==> src/rtl/mem_port_arbiter.sv <==
// Single-port memory arbiter between IF fetch and MEM data ports.
// Optional 1-entry fetch buffer enabled by ARB_FETCH_BUF_EN.
module mem_port_arbiter #(
    parameter int MEM_LAT = 4,
    parameter int AW      = 16,
    parameter int DW      = 16
) (
    input  logic          clk,
    input  logic          rst_n,
    input  logic          if_req,
    input  logic [AW-1:0] if_addr,
    input  logic          if_flush,
    output logic [DW-1:0] if_rdata,
    output logic          if_ready,
    input  logic          dm_re,
    input  logic          dm_we,
    input  logic [AW-1:0] dm_addr,
    input  logic [DW-1:0] dm_wdata,
    output logic [DW-1:0] dm_rdata,
    output logic          dm_ready,
    output logic          mem_en,
    output logic          mem_we,
    output logic [AW-1:0] mem_addr,
    output logic [DW-1:0] mem_wdata,
    input  logic [DW-1:0] mem_rdata
);

    typedef enum logic [1:0] {
        IDLE,
        IF_ACC,
        DM_ACC
    } state_t;

    localparam logic [3:0] CNT_INIT = 4'(MEM_LAT - 1);

    state_t        state_q;
    state_t        state_d;
    logic [3:0]    cnt_q;
    logic [AW-1:0] addr_q;
    logic [DW-1:0] wdata_q;
    logic          we_q;
    logic          flush_q;
    logic          if_rdy_q;
    logic          dm_rdy_q;
    logic [DW-1:0] if_rdata_q;
    logic [DW-1:0] dm_rdata_q;

    logic          dm_pend;
    logic          if_pend;
    logic          grant_dm;
    logic          grant_if;
    logic          buf_take;
    logic          buf_hit;
    logic [DW-1:0] hit_data;
    logic          done_if;
    logic          done_dm;
    logic          if_kill;

    // A requester still holds its request during its ready cycle; mask it.
    assign dm_pend = (dm_re | dm_we) & ~dm_rdy_q;
    assign if_pend = if_req & ~if_rdy_q;

    assign done_if = (state_q == IF_ACC) && (cnt_q == 4'd0);
    assign done_dm = (state_q == DM_ACC) && (cnt_q == 4'd0);
    assign if_kill = flush_q | if_flush;

    always_comb begin
        state_d  = state_q;
        grant_dm = 1'b0;
        grant_if = 1'b0;
        buf_take = 1'b0;
        unique case (state_q)
            IDLE: begin
                if (dm_pend) begin
                    state_d  = DM_ACC;
                    grant_dm = 1'b1;
                end else if (if_pend && buf_hit) begin
                    buf_take = 1'b1;
                end else if (if_pend) begin
                    state_d  = IF_ACC;
                    grant_if = 1'b1;
                end
            end
            IF_ACC, DM_ACC: begin
                if (cnt_q == 4'd0) state_d = IDLE;
            end
            default: state_d = IDLE;
        endcase
    end

    always_ff @(posedge clk or negedge rst_n) begin
        if (!rst_n) begin
            state_q    <= IDLE;
            cnt_q      <= 4'd0;
            addr_q     <= '0;
            wdata_q    <= '0;
            we_q       <= 1'b0;
            flush_q    <= 1'b0;
            if_rdy_q   <= 1'b0;
            dm_rdy_q   <= 1'b0;
            if_rdata_q <= '0;
            dm_rdata_q <= '0;
        end else begin
            state_q  <= state_d;
            if_rdy_q <= (done_if && !if_kill) || buf_take;
            dm_rdy_q <= done_dm;
            flush_q  <= (state_q == IF_ACC) && !done_if && if_kill;
            if (grant_dm || grant_if) begin
                addr_q  <= grant_dm ? dm_addr : if_addr;
                wdata_q <= dm_wdata;
                we_q    <= grant_dm && dm_we;
                cnt_q   <= CNT_INIT;
            end else if (state_q != IDLE && cnt_q != 4'd0) begin
                cnt_q <= cnt_q - 4'd1;
            end
            if (done_if && !if_kill) begin
                if_rdata_q <= mem_rdata;
            end else if (buf_take) begin
                if_rdata_q <= hit_data;
            end
            if (done_dm && !we_q) begin
                dm_rdata_q <= mem_rdata;
            end
        end
    end

`ifdef ARB_FETCH_BUF_EN
    logic          buf_valid_q;
    logic [AW-1:0] buf_addr_q;
    logic [DW-1:0] buf_data_q;

    assign buf_hit  = buf_valid_q && (buf_addr_q == if_addr);
    assign hit_data = buf_data_q;

    always_ff @(posedge clk or negedge rst_n) begin
        if (!rst_n) begin
            buf_valid_q <= 1'b0;
            buf_addr_q  <= '0;
            buf_data_q  <= '0;
        end else if (done_if && !if_kill) begin
            buf_valid_q <= 1'b1;
            buf_addr_q  <= addr_q;
            buf_data_q  <= mem_rdata;
        end else if (grant_dm && dm_we && (dm_addr == buf_addr_q)) begin
            buf_valid_q <= 1'b0;
        end
    end
`else
    assign buf_hit  = 1'b0;
    assign hit_data = '0;
`endif

    assign mem_en    = (state_q != IDLE);
    assign mem_we    = mem_en & we_q;
    assign mem_addr  = mem_en ? addr_q : '0;
    assign mem_wdata = mem_en ? wdata_q : '0;
    assign if_ready  = if_rdy_q;
    assign dm_ready  = dm_rdy_q;
    assign if_rdata  = if_rdata_q;
    assign dm_rdata  = dm_rdata_q;

endmodule
==> config.mk <==
export PLATFORM = sky130hd
export DESIGN_NAME = mem_port_arbiter
export DESIGN_NICKNAME = d
export VERILOG_FILES = /design/src/rtl/mem_port_arbiter.sv
export SDC_FILE = /design/constraint.sdc
export NUM_CORES = 1
export LEC_CHECK = 0
export CELL_PAD_IN_SITES_DETAIL_PLACEMENT = 1
export CELL_PAD_IN_SITES_GLOBAL_PLACEMENT = 2
export CORE_ASPECT_RATIO = 1.25
export CORE_MARGIN = 5
export CORE_UTILIZATION = 29
export CTS_CLUSTER_DIAMETER = 30
export DETAILED_ROUTE_END_ITERATION = 8
export PLACE_DENSITY_LB_ADDON = 0.1
export SETUP_SLACK_MARGIN = 0.15
export SYNTH_ARGS = -nofsm -noshare
export SYNTH_HDL_FRONTEND = slang
export SYNTH_SLANG_ARGS = --single-unit
==> constraint.sdc <==
create_clock -name clk -period 4.7 [get_ports clk]
set_clock_uncertainty 0.2 [all_clocks]
set_input_delay 0.47 -clock clk [delete_from_list [all_inputs] [get_ports clk]]
set_output_delay 0.47 -clock clk [all_outputs]
set_load 0.02 [all_outputs]
; ---- Yosys cells after proc, flatten, opt, wreduce, memory -nomap -nowiden
; Cells that the tools add are included.
[totals]
regBits = 74
latch_bits = 0
ramBits = 0
rom_bits = 0
input_bits = 70
output_inout_bits = 68
wordCells = 56
n_memories = 0
[op_classes]
add_sub_neg = 1
multipliers = 0
div = 0
order_cmp = 0
n_eq_ne = 4
shifts = 0
muxes = 15
bitwise_logic = 7
n_reduce_logical = 19
[ops]
columns = operator, n
row1 = 16-bit two-way mux, 4
row2 = 1-bit logical AND, 8
row3 = 4-bit two-way mux, 2
row4 = 2-bit two-way mux, 3
row5 = 1-bit two-way mux, 5
row6 = 4-bit zero test, 1
row7 = 2-bit one-hot mux with 2 select lines, 1
row8 = 2-bit nonzero test, 2
row9 = 4-bit nonzero test, 1
row10 = "4-bit by 1-bit subtractor with 4-bit output, second input constant", 1
row11 = 1-bit AND, 3
row12 = 1-bit zero test, 3
row13 = "3-bit inequality test, second input constant", 1
row14 = "2-bit by 1-bit equality test with 1-bit output, second input constant", 1
row15 = "2-bit equality test, second input constant", 1
row16 = 2-bit zero test, 1
row17 = "2-bit inequality test, second input constant", 1
row18 = 1-bit inverter, 2
row19 = 1-bit OR, 2
row20 = 2-bit AND reduction, 1
row21 = 2-bit OR reduction, 1
row22 = 1-bit logical OR, 1

; ---- Logic depth before layout (Yosys ltp)
[depth]
depth_word = 7
depth_mapped = 7

; ---- Worst setup path before layout
; No wires, ideal clock.
[synth_timing]
kind = register to output
start = register state_q[0]
end = output port mem_addr[10]
arrival_ps = 1333
t_required_ps = 4030
slack_ps = 2697
path_stages_with_launch = 6
cell_sequence = dfrtp_1 inv_1 ha_1 clkbuf_1 clkbuf_1 nor2b_1
[synth_between]
elab_chain_cells = 2
[synth_rtl]
columns = element, line_no
row1 = "start, declared", 36  ; state_t state_q;
row2 = "start signal, assigned", 104  ; state_q <= state_d;
row3 = 2-bit nonzero test, 153  ; assign mem_en = (state_q != IDLE);
row4 = 16-bit two-way mux, 155  ; assign mem_addr = mem_en ? addr_q : '0;
row5 = "end, declared", 23  ; output logic [AW-1:0] mem_addr,
; No other way between the ends.

; ---- Worst setup path after layout
[layout_timing]
start = register state_q[0]
end = output port mem_wdata[14]
[layout_between]
elab_chain_cells = 2
[layout_rtl]
columns = element, line_no
row1 = 2-bit nonzero test, 153
row2 = 16-bit two-way mux, 156  ; assign mem_wdata = mem_en ? wdata_q : '0;
row3 = "end, declared", 24  ; output logic [DW-1:0] mem_wdata,
; No other way between the ends.

==> flow_summary_export.csv <==
group,metric,value,unit
status,status,"complete, no violations",
drt,num_vias,2493,
placement,globalplace.congestion,0.697,
yosys,avgSynthCellArea,12.7,um2
power_and_ir_drop,power-per-cell-area,694,nW/um2
power_and_ir_drop,pwr-share-clk,18.3,%
die,die_y,129,um
drt,detail-route-antenna-nets,0,
yosys,synthMuxAreaShare,18.6,%
hold_path,hp-class,"in -> async",
global_route,grt_pass1_vias,2802,
power_and_ir_drop,p_int,2.25,mW
yosys,ys.flop_type,"dfrtp_1",
final_layout,drive_above_1_share,17.8,%
critical_path,cp.required,4.03,ns
sta,rsz0062_at_grt,"no",
placement,placed_area,4800,um2
yosys,synth_nets,334,
sta,worst_pin_slew,1.20,ns
yosys,synth_edf_count,0,
yosys,ys_seq_area_share,56.2,%
critical_path,crit_path_max_fanout,20,
global_route,grt_max_degree,75,
placement,dp.cells,521,
yosys,synth_compound_area_share,8.46,%
cts,ctsResizeCount,0,
global_route,grt_pass1_wl,14800,um
sta,final.min_clock_period,3.24,ns
global_route,grt_use_total,13.8,%
power_and_ir_drop,leakage,2.21,nW
placement,dpl.hpwl,6340,um
yosys,ys_types,31,
cts,cts_hold_buf,0,
die,ios,138,
yosys,synth_fa_ha_area_share,1.90,%
cts,root_buffer,"clkbuf_16",
sta,setup_viol,0,
cts,post_cts_buffers,0,
power_and_ir_drop,pwr-share-comb,50.6,%
placement,dpl_worst_slack,1.49,ns
die,core.rowCount,43,
critical_path,worstPathArrival,2.57,ns
flow_run,maxCapViolCount,0,
yosys,ys_seq_elements,74,
power_and_ir_drop,swShare,36.1,%
critical_path,cp-start-kind,"flop",
yosys,synthCells,259,
cts,cts_made_buffers,9,
power_and_ir_drop,p_sw,1.27,mW
global_route,overflow,0,
final_layout,fillers,1191,
yosys,synthArstFlopShare,100,%
drt,viasPerCell,4.66,
placement,port_buffers,137,
power_and_ir_drop,p_total,3.52,mW
sta,slew_viol_final,0,
yosys,synth_top_family_by_area,"multiplexers",
die,dieWidth,105,um
critical_path,endpoint_kind,"output port",
yosys,netlist_area,3300,um2
final_layout,diodes,0,
cts,clk_pin_slew_worst_paths,0.06,ns
final_layout,fin_nets,472,
cts,h-tree-depth,3,
power_and_ir_drop,power_frac_seq,31.1,%
drt,dr.pass1.iters,4,
sta,period_share,68.8,%
sta,fin_tns_setup,0,ns
sta,relSlewSlack,19.6,%
critical_path,critPathKind,"reg -> out",
die,start_util,29.6,%
yosys,yosysWarnings,0,
cts,clockBufferDepth,2,
cts,cts.sinks,74,
global_route,antenna_found_initial,0,
cts,clk_latency,0.32,ns
sta,finalHoldViolCount,0,
final_layout,multiInputGateArea,1360,um2
yosys,yosys.area_share.simple,11.7,%
final_layout,seqCellArea,1850,um2
final_layout,final-instance-count-excl-fill,535,
drt,wire_per_inst,16.9,um
drt,drt-initial-drc-count,33,
drt,wl,9060,um
yosys,synth_xor_area_share,0.266,%
drt,drc,0,
sta,setup_ws,1.46,ns
cts,cts_tree,"done",
final_layout,fin_area,5080,um2
die,coreArea,11100,um2
power_and_ir_drop,ir_worst_vdd,0.265,mV
sta,max_clock_freq,0.309,GHz
die,dieArea,13600,um2
final_layout,syn_to_final_growth,54.0,%
path summary, 6_finish.rpt:
path | start | end | slack [ns] | cells past startpoint
setup / recovery | state_q[0]$_DFFE_PN0P_ | mem_wdata[14] | 1.46 | 5
hold / removal | rst_n | addr_q[11]$_DFFE_PN0P_ | 0.07 | 1
setup reg to reg | state_q[0]$_DFFE_PN0P_ | addr_q[9]$_DFFE_PN0P_ | 1.56 | 6
hold reg to reg | addr_q[10]$_DFFE_PN0P_ | addr_q[10]$_DFFE_PN0P_ | 0.27 | 2
max in group asynchronous | rst_n | cnt_q[3]$_DFFE_PN0P_ | 3.53 | 1
min in group clk | addr_q[10]$_DFFE_PN0P_ | addr_q[10]$_DFFE_PN0P_ | 0.27 | 2
cell usage after synthesis (2+ instances only):
| cell | number | area [um2] |
|---|---|---|
| o22ai_1 | 16 | 100 |
| a21oi_1 | 2 | 10.0 |
| buf_2 | 2 | 10.0 |
| nor2_1 | 4 | 15.0 |
| mux2_2 | 29 | 327 |
| inv_1 | 7 | 26.3 |
| mux2_4 | 19 | 285 |
| buf_6 | 2 | 22.5 |
| ha_1 | 5 | 62.6 |
| o21ai_0 | 20 | 100 |
| clkbuf_1 | 8 | 30.0 |
| nor3_1 | 2 | 10.0 |
| dfrtp_1 | 74 | 1850 |
| o31ai_1 | 3 | 22.5 |
| nor2b_1 | 34 | 213 |
| nand2_1 | 17 | 63.8 |
sequential cells by signal (all words and copies together) (netlist names):
register,flops
addr_q,16
dm_rdata,16
if_rdata,16
wdata_q,16
cnt_q,4
state_q,2
dm_ready,1
flush_q,1
if_ready,1
we_q,1
placed cells by master (no fill, tap or decap), drive strengths merged:
master,instances
a211oi,1
a21o,1
a21oi,2
a22o,1
and2,1
and2b,1
buf,4
clkbuf,12
clkdlybuf4s50,136
clkinv,1
clkinvlp,1
dfrtp,74
ha,5
inv,7
mux2,48
nand2,17
nand3,1
nand3b,1
nor2,4
nor2b,34
nor3,2
nor3b,2
o21ai,21
o21ba,1
o21bai,1
o22ai,16
o31ai,3
or4,1
xnor2,1
worst max-delay path, cell delays in order, from the launching register on:
cell and delay [ns]:
dfrtp_1 0.39, inv_1 0.09, ha_1 0.72, buf_4 0.38, nor2b_1 0.10, clkdlybuf4s50_1 0.55
metal layers:
metal | share of wire [%] | track usage [%] | vias to the layer above
met4 | 1.7 | 5.79 | 0
met1 | 43 | 17.1 | 1218
li1 | - | - | 1167
met3 | 8.8 | 4.88 | 12
met2 | 46 | 21.7 | 96
met5 | 0 | 0 | -
power by group through the flow:
stage                     Sequential, mW  Combinational, mW  Clock [mW]
after global routing                1.14               1.93       0.692
after floorplan                     1.24              0.861           0
after CTS                           1.10               1.82       0.667
after detailed placement            1.10               1.81           0
after global placement              1.09               1.80           0
final                               1.10               1.78       0.644
area by class of cell:
type	instances	share of cell area, %
sequential	74	36.5
timing repair buffer	140	27.4
multi-input combinational	165	26.8
clock buffer	12	5.25
tap	135	3.33
inverter	7	0.517
clock inverter	2	0.246
metrics by stage:
step	utilization, %	hold WS, ns
2_1_floorplan	-	-0.0256
3_3_place_gp	43.1	0.253
3_5_place_dp	43.1	0.264
4_1_cts	45.6	0.157
5_1_grt	45.6	0.197
6_report	45.6	0.0728
kinds of logic (layout without fill, tap and decap cells):
logic type               Yosys count  after routing
flip-flops                        74             74
AND/OR/NAND/NOR                   64             64
multiplexers                      48             48
AO/OA/AOI/OAI                     47             47
buffers and inverters             20            161
adder cells (fa/ha/maj)            5              5
XOR/XNOR                           1              1
Power figures use the tool's default switching activity.
